## src/rtl/imem_prog_loader.sv

```systemverilog
// Byte-serial program loader: synchronises the loader pins, streams bytes into the
// instruction memory, verifies an XOR checksum and restarts the core on success.
module imem_prog_loader #(
    parameter int IMEM_SZ     = 16,
    parameter int ADDR_W      = 4,
    parameter int DATA_W      = 8,
    parameter int SYNC_STAGES = 2
) (
    input  logic              clk,
    input  logic              rst,
    input  logic              load_req,
    input  logic              data_strb,
    input  logic [DATA_W-1:0] data_in,
    output logic              imem_we,
    output logic [ADDR_W-1:0] imem_waddr,
    output logic [DATA_W-1:0] imem_wdata,
    output logic              core_halt,
    output logic              core_rst,
    output logic              load_done,
    output logic              load_err,
    output logic [ADDR_W:0]   load_cnt
);

    typedef enum logic [1:0] {
        ST_RUN,
        ST_LOAD,
        ST_CHECK,
        ST_ERR
    } state_t;

    localparam logic [ADDR_W:0] LAST_CNT = (ADDR_W+1)'(IMEM_SZ - 1);

    // ------------------------------------------------------------------
    // Pin synchronisers and rising-edge detectors
    // ------------------------------------------------------------------
    logic [SYNC_STAGES-1:0] req_sync;
    logic [SYNC_STAGES-1:0] strb_sync;
    logic [DATA_W-1:0]      data_sync [SYNC_STAGES];
    logic                   req_prev;
    logic                   strb_prev;
    logic                   req_edge;
    logic                   strb_edge;
    logic [DATA_W-1:0]      data_q;

    // NOTE: sequential state is written with <= only, so every flop samples the
    // pre-edge value of its neighbour and the shift chain advances one stage per clock.
    always_ff @(posedge clk) begin
        if (rst) begin
            req_sync  <= '0;
            strb_sync <= '0;
            // NOTE: the data synchroniser is a small flop chain, not a RAM, so it is
            // cleared with the rest of the pipeline to keep the reset state fully known.
            for (int i = 0; i < SYNC_STAGES; i++) begin
                data_sync[i] <= '0;
            end
            req_prev  <= 1'b0;
            strb_prev <= 1'b0;
            req_edge  <= 1'b0;
            strb_edge <= 1'b0;
            data_q    <= '0;
        end else begin
            req_sync     <= {req_sync[SYNC_STAGES-2:0], load_req};
            strb_sync    <= {strb_sync[SYNC_STAGES-2:0], data_strb};
            data_sync[0] <= data_in;
            for (int i = 1; i < SYNC_STAGES; i++) begin
                data_sync[i] <= data_sync[i-1];
            end
            req_prev  <= req_sync[SYNC_STAGES-1];
            strb_prev <= strb_sync[SYNC_STAGES-1];
            req_edge  <= req_sync[SYNC_STAGES-1] & ~req_prev;
            strb_edge <= strb_sync[SYNC_STAGES-1] & ~strb_prev;
            // Byte travels the same depth as the strobe so it lines up with strb_edge.
            data_q    <= data_sync[SYNC_STAGES-1];
        end
    end

    // ------------------------------------------------------------------
    // Load control FSM
    // ------------------------------------------------------------------
    state_t            state, state_d;
    logic [ADDR_W:0]   cnt_d;
    logic [DATA_W-1:0] csum, csum_d;
    logic              we_d;
    logic [ADDR_W-1:0] waddr_d;
    logic [DATA_W-1:0] wdata_d;
    logic              halt_d;
    logic              crst_d;
    logic              done_d;
    logic              err_d;

    always_ff @(posedge clk) begin
        if (rst) begin
            state      <= ST_RUN;
            load_cnt   <= '0;
            csum       <= '0;
            imem_we    <= 1'b0;
            imem_waddr <= '0;
            imem_wdata <= '0;
            core_halt  <= 1'b0;
            core_rst   <= 1'b0;
            load_done  <= 1'b0;
            load_err   <= 1'b0;
        end else begin
            state      <= state_d;
            load_cnt   <= cnt_d;
            csum       <= csum_d;
            imem_we    <= we_d;
            imem_waddr <= waddr_d;
            imem_wdata <= wdata_d;
            core_halt  <= halt_d;
            core_rst   <= crst_d;
            load_done  <= done_d;
            load_err   <= err_d;
        end
    end

    // NOTE: every signal assigned here gets a default first, so no path can leave
    // one unassigned and infer a latch.
    always_comb begin
        state_d = state;
        cnt_d   = load_cnt;
        csum_d  = csum;
        we_d    = 1'b0;
        waddr_d = imem_waddr;
        wdata_d = imem_wdata;
        crst_d  = 1'b0;
        done_d  = load_done;
        err_d   = load_err;

        if (req_edge) begin
            // A load request from any state (re)starts the load; a coincident strobe is dropped.
            state_d = ST_LOAD;
            cnt_d   = '0;
            csum_d  = '0;
            done_d  = 1'b0;
            err_d   = 1'b0;
        end else if (strb_edge) begin
            case (state)
                ST_LOAD: begin
                    we_d    = 1'b1;
                    waddr_d = load_cnt[ADDR_W-1:0];
                    wdata_d = data_q;
                    csum_d  = csum ^ data_q;
                    cnt_d   = load_cnt + 1'b1;
                    if (load_cnt == LAST_CNT) begin
                        state_d = ST_CHECK;
                    end
                end
                ST_CHECK: begin
                    if (data_q == csum) begin
                        done_d  = 1'b1;
                        crst_d  = 1'b1;
                        state_d = ST_RUN;
                    end else begin
                        err_d   = 1'b1;
                        state_d = ST_ERR;
                    end
                end
                default: begin
                end
            endcase
        end

        // Halt stays up through the core_rst cycle so both drop together.
        halt_d = (state_d != ST_RUN) || crst_d;
    end

endmodule

```

## config.mk

```make
export PLATFORM = sky130hd
export DESIGN_NAME = imem_prog_loader
export DESIGN_NICKNAME = d
export VERILOG_FILES = /design/src/rtl/imem_prog_loader.sv
export SDC_FILE = /design/constraint.sdc
export NUM_CORES = 1
export LEC_CHECK = 0
export ABC_AREA = 1
export CORE_MARGIN = 2
export CORE_UTILIZATION = 35
export DETAILED_ROUTE_END_ITERATION = 10
export GPL_TIMING_DRIVEN = 0
export PLACE_DENSITY = 0.58
export SLEW_MARGIN = 15
export SYNTH_ARGS = -nofsm -noshare
export SYNTH_HDL_FRONTEND = slang
export SYNTH_SLANG_ARGS = --single-unit
```

## constraint.sdc

```tcl
create_clock -name clk -period 1.7 [get_ports clk]
set_clock_uncertainty 0.15 [all_clocks]
set_input_delay 0.255 -clock clk [delete_from_list [all_inputs] [get_ports clk]]
set_output_delay 0.255 -clock clk [all_outputs]
set_load 0.01 [all_outputs]
```

==> impl_metrics.sql <==
INSERT INTO impl_metrics (metric_group, metric, value, unit) VALUES
('synthesis', 'synthesis.instances', '285', ''),
('floorplanning', 'number_of_cell_rows', '29', ''),
('status', 'status', 'finished, final reports clean', ''),
('drt', 'detail_route.iter0.violations', '56', ''),
('run', 'maxCapViolCount', '0', ''),
('worst_setup_path', 'critical_path_required', '1.29', 'ns'),
('drt', 'drt-pass1-iter-count', '5', ''),
('synthesis', 'synth.cell_area', '2290', 'µm²'),
('floorplanning', 'die-width', '84.9', 'µm'),
('power', 'internal_power_consumption', '2.30', 'mW'),
('timing', 'rsz_0062_raised_after_global_routing', 'true', ''),
('synthesis', 'cells_taking_the_most_area_after_synthesis', 'dfxtp_1 (56%), inv_1 (9.8%), nor2_1 (6.6%)', ''),
('worst_setup_path', 'timing.critical_path.buf_inv', '1', ''),
('synthesis', 'number_of_distinct_library_cells_after_synthesis', '19', ''),
('clock_tree', 'cts-htree-levels', '3', ''),
('clock_tree', 'cts_hold_repair.buffers', '0', ''),
('worst_setup_path', 'worst-setup-path-type', 'reg2out', ''),
('timing', 'timing_hold_violations_final', '0', ''),
('clock_tree', 'clk_latency', '0.35', 'ns'),
('drt', 'post_drt_via_cell_ratio', '4.30', ''),
('grt', 'number_of_antenna_violations_at_the_first_check_in_global_routing', '0', ''),
('grt', 'grt_pass1_vias', '1582', ''),
('drt', 'route.antenna.remaining_nets', '0', ''),
('worst_setup_path', 'timing.critical_path.from_type', 'flop', ''),
('worst_setup_path', 'path_max_fanout', '2', ''),
('cells_and_area', 'antennaDiodeCount', '0', ''),
('timing', 'actual_slew_at_the_worst_max_slew_pin', '0.257', 'ns'),
('timing', 'report.final.slew_viol_count', '0', ''),
('clock_tree', 'ctsLongestPathBuffers', '2', ''),
('grt', 'grt.overflow.total', '0', ''),
('worst_setup_path', 'crit-reg2reg-launch', 'load_cnt[0]', ''),
('clock_tree', 'root_buffer', 'clkbuf_8', ''),
('cells_and_area', 'filler_cell_count', '615', ''),
('drt', 'dr_total_vias', '1761', ''),
('timing', 'timing.final.crit_share', '97.2', '%'),
('power', 'finalPower', '2.99', 'mW'),
('floorplanning', 'fp.dieArea', '7200', 'µm²'),
('floorplanning', 'fp.coreArea', '6350', 'µm²'),
('power', 'clock_power_share', '44.3', '%'),
('cells_and_area', 'stdcell_area', '2960', 'µm²'),
('placed_design', 'dp.final_hpwl', '2.95', 'mm'),
('synthesis', 'ys.warnings.count', '0', ''),
('clock_tree', 'cts_num_sinks', '64', ''),
('clock_tree', 'post_cts_setup_repair_bufs', '0', ''),
('timing', 'final-setup-viol-count', '0', ''),
('worst_setup_path', 'timing.critical_path.max_delay_family', 'buffers and inverters', ''),
('grt', 'grt_pass1_wl', '7.28', 'mm'),
('synthesis', 'yosysTopAreaCellShare', '56.0', '%'),
('floorplanning', 'start_util', '36.0', '%'),
('floorplanning', 'ioPinCount', '34', ''),
('worst_setup_path', 'crit_path_start', 'imem_waddr[0]', ''),
('worst_setup_path', 'critical_path.slowest_cell', 'clkdlybuf4s50_1', ''),
('power', 'vdd_drop_max', '612', 'µV'),
('floorplanning', 'chipHeight', '84.9', 'µm'),
('synthesis', 'synth-seq-cells', '64', ''),
('power', 'p_leak', '1.39', 'nW'),
('cells_and_area', 'nets_finish', '344', ''),
('power', 'share_comb_of_total_power', '4.1', '%'),
('power', 'sequentialPowerShare', '51.6', '%'),
('worst_setup_path', 'timing.critical_path.slowest_cell_delay', '0.54', 'ns'),
('worst_hold_path', 'min_path_type', 'in2reg', ''),
('power', 'switching_part_of_the_total_power', '23.0', '%'),
('worst_hold_path', 'hold_start', 'rst', ''),
('grt', 'grtUsageTotal', '13.5', '%'),
('timing', 'fin_crit', '1.65', 'ns'),
('power', 'power-per-cell-area', '1010', 'nW/µm²'),
('drt', 'routed_wirelength', '4.36', 'mm'),
('grt', 'maximum_number_of_pins_on_one_net_before_global_route_repair', '13', ''),
('clock_tree', 'cts_made_buffers', '9', ''),
('placed_design', 'dp_slack', '-0.0357', 'ns'),
('placed_design', 'finalWeightedCongestion', '0.752', '');
## power by group through the flow
stage               combinational (mW)  sequential [mW]  clock [mW]
finish                           0.122             1.54        1.32
CTS                              0.124             1.54        1.36
detailed placement               0.124             1.58           0
floorplan                       0.0753             1.58           0
global placement                 0.122             1.58           0
global route                     0.142             1.54        1.43
## cells in the final DEF, fill, tap and decap left out, types with 2 or more instances in the layout
cell / count
a21oi_1: 22
buf_2: 8
clkbuf_8: 10
clkdlybuf4s50_1: 26
clkinvlp_4: 4
dfxtp_1: 62
dfxtp_4: 2
dlymetal6s2s_1: 5
ha_1: 2
inv_1: 60
inv_2: 4
nand2_1: 38
nand2_2: 2
nand3_1: 4
nor2_1: 40
nor2_2: 2
nor2_4: 3
nor3_1: 3
o21ai_0: 23
## cell usage after synthesis (all sizes together)
library cell / count
nor3: 4
nand3: 5
buf: 10
nor2: 45
dfxtp: 64
nand2: 40
a21oi: 23
a211oi: 1
a22o: 1
ha: 4
o21ai: 24
inv: 64
## worst register-to-register path, delay by kind of cell (launching register included)
kind | cells | cell delay, ns
simple gates | 4 | 0.38
fa+ha+maj | 2 | 0.37
flops | 1 | 0.38
compound gates | 2 | 0.22
buf+inv | 1 | 0.05
## stage by stage
stage	setup TNS [ns]	hold slack [ns]	util, %	cells
global placement	-0.0550	0.227	42.6	394
detailed placement	-0.0357	0.233	42.6	394
finish	0	0.0898	46.6	410
floorplan	0	0.212	-	285
global route	-0.0360	0.105	46.6	410
CTS	0	0.0737	45.9	410
## path summary, 6_finish.rpt
kind / end / cells after the start
setup reg to reg: core_halt / 9
hold reg to reg: strb_edge / 1
hold / removal: data_sync[1][7] / 2
setup / recovery: imem_waddr[0] / 1
## logic make-up (layout without fill, tap and decap cells)
kind of cell / after synthesis / count (layout) / synth area share [%]
buffers and inverters: 74 / 122 / 13.1
adder cells (fa/ha/maj): 4 / 4 / 2.19
AND/OR/NAND/NOR: 94 / 94 / 17.6
AO/OA/AOI/OAI: 49 / 49 / 11.2
flip-flops: 64 / 64 / 56.0
## sequential cells by signal, indices dropped and copies added, names as in the netlist, 4 cells and up
| register | flops |
|---|---|
| data_q | 8 |
| data_sync | 16 |
| imem_waddr | 4 |
| csum | 8 |
| imem_wdata | 8 |
| load_cnt | 5 |
## final cells by class
class | count | area [µm²] | share of cell area, %
Inverter | 64 | 240 | 8.12
Buffer | 10 | 58.8 | 1.99
Clock buffer | 10 | 138 | 4.65
Sequential cell | 64 | 1290 | 43.6
Clock inverter | 6 | 68.8 | 2.33
Tap cell | 77 | 96.3 | 3.26
Timing Repair Buffer | 32 | 332 | 11.2
Multi-Input combinational cell | 147 | 736 | 24.9
## repair_timing
action | in CTS | in global routing
gates cloned | 0 | 0
pin swaps | 0 | 4
setup endpoints to repair | 4 | 7
resized for setup | 3 | 14
## routing by layer
layer | GRT usage (%) | share of wire [%]
met3 | 7.30 | 7.3
met4 | 4.76 | 1.4
met2 | 19.8 | 43
met5 | 0 | 0
met1 | 16.9 | 48
(Power assumes the default switching activity.)
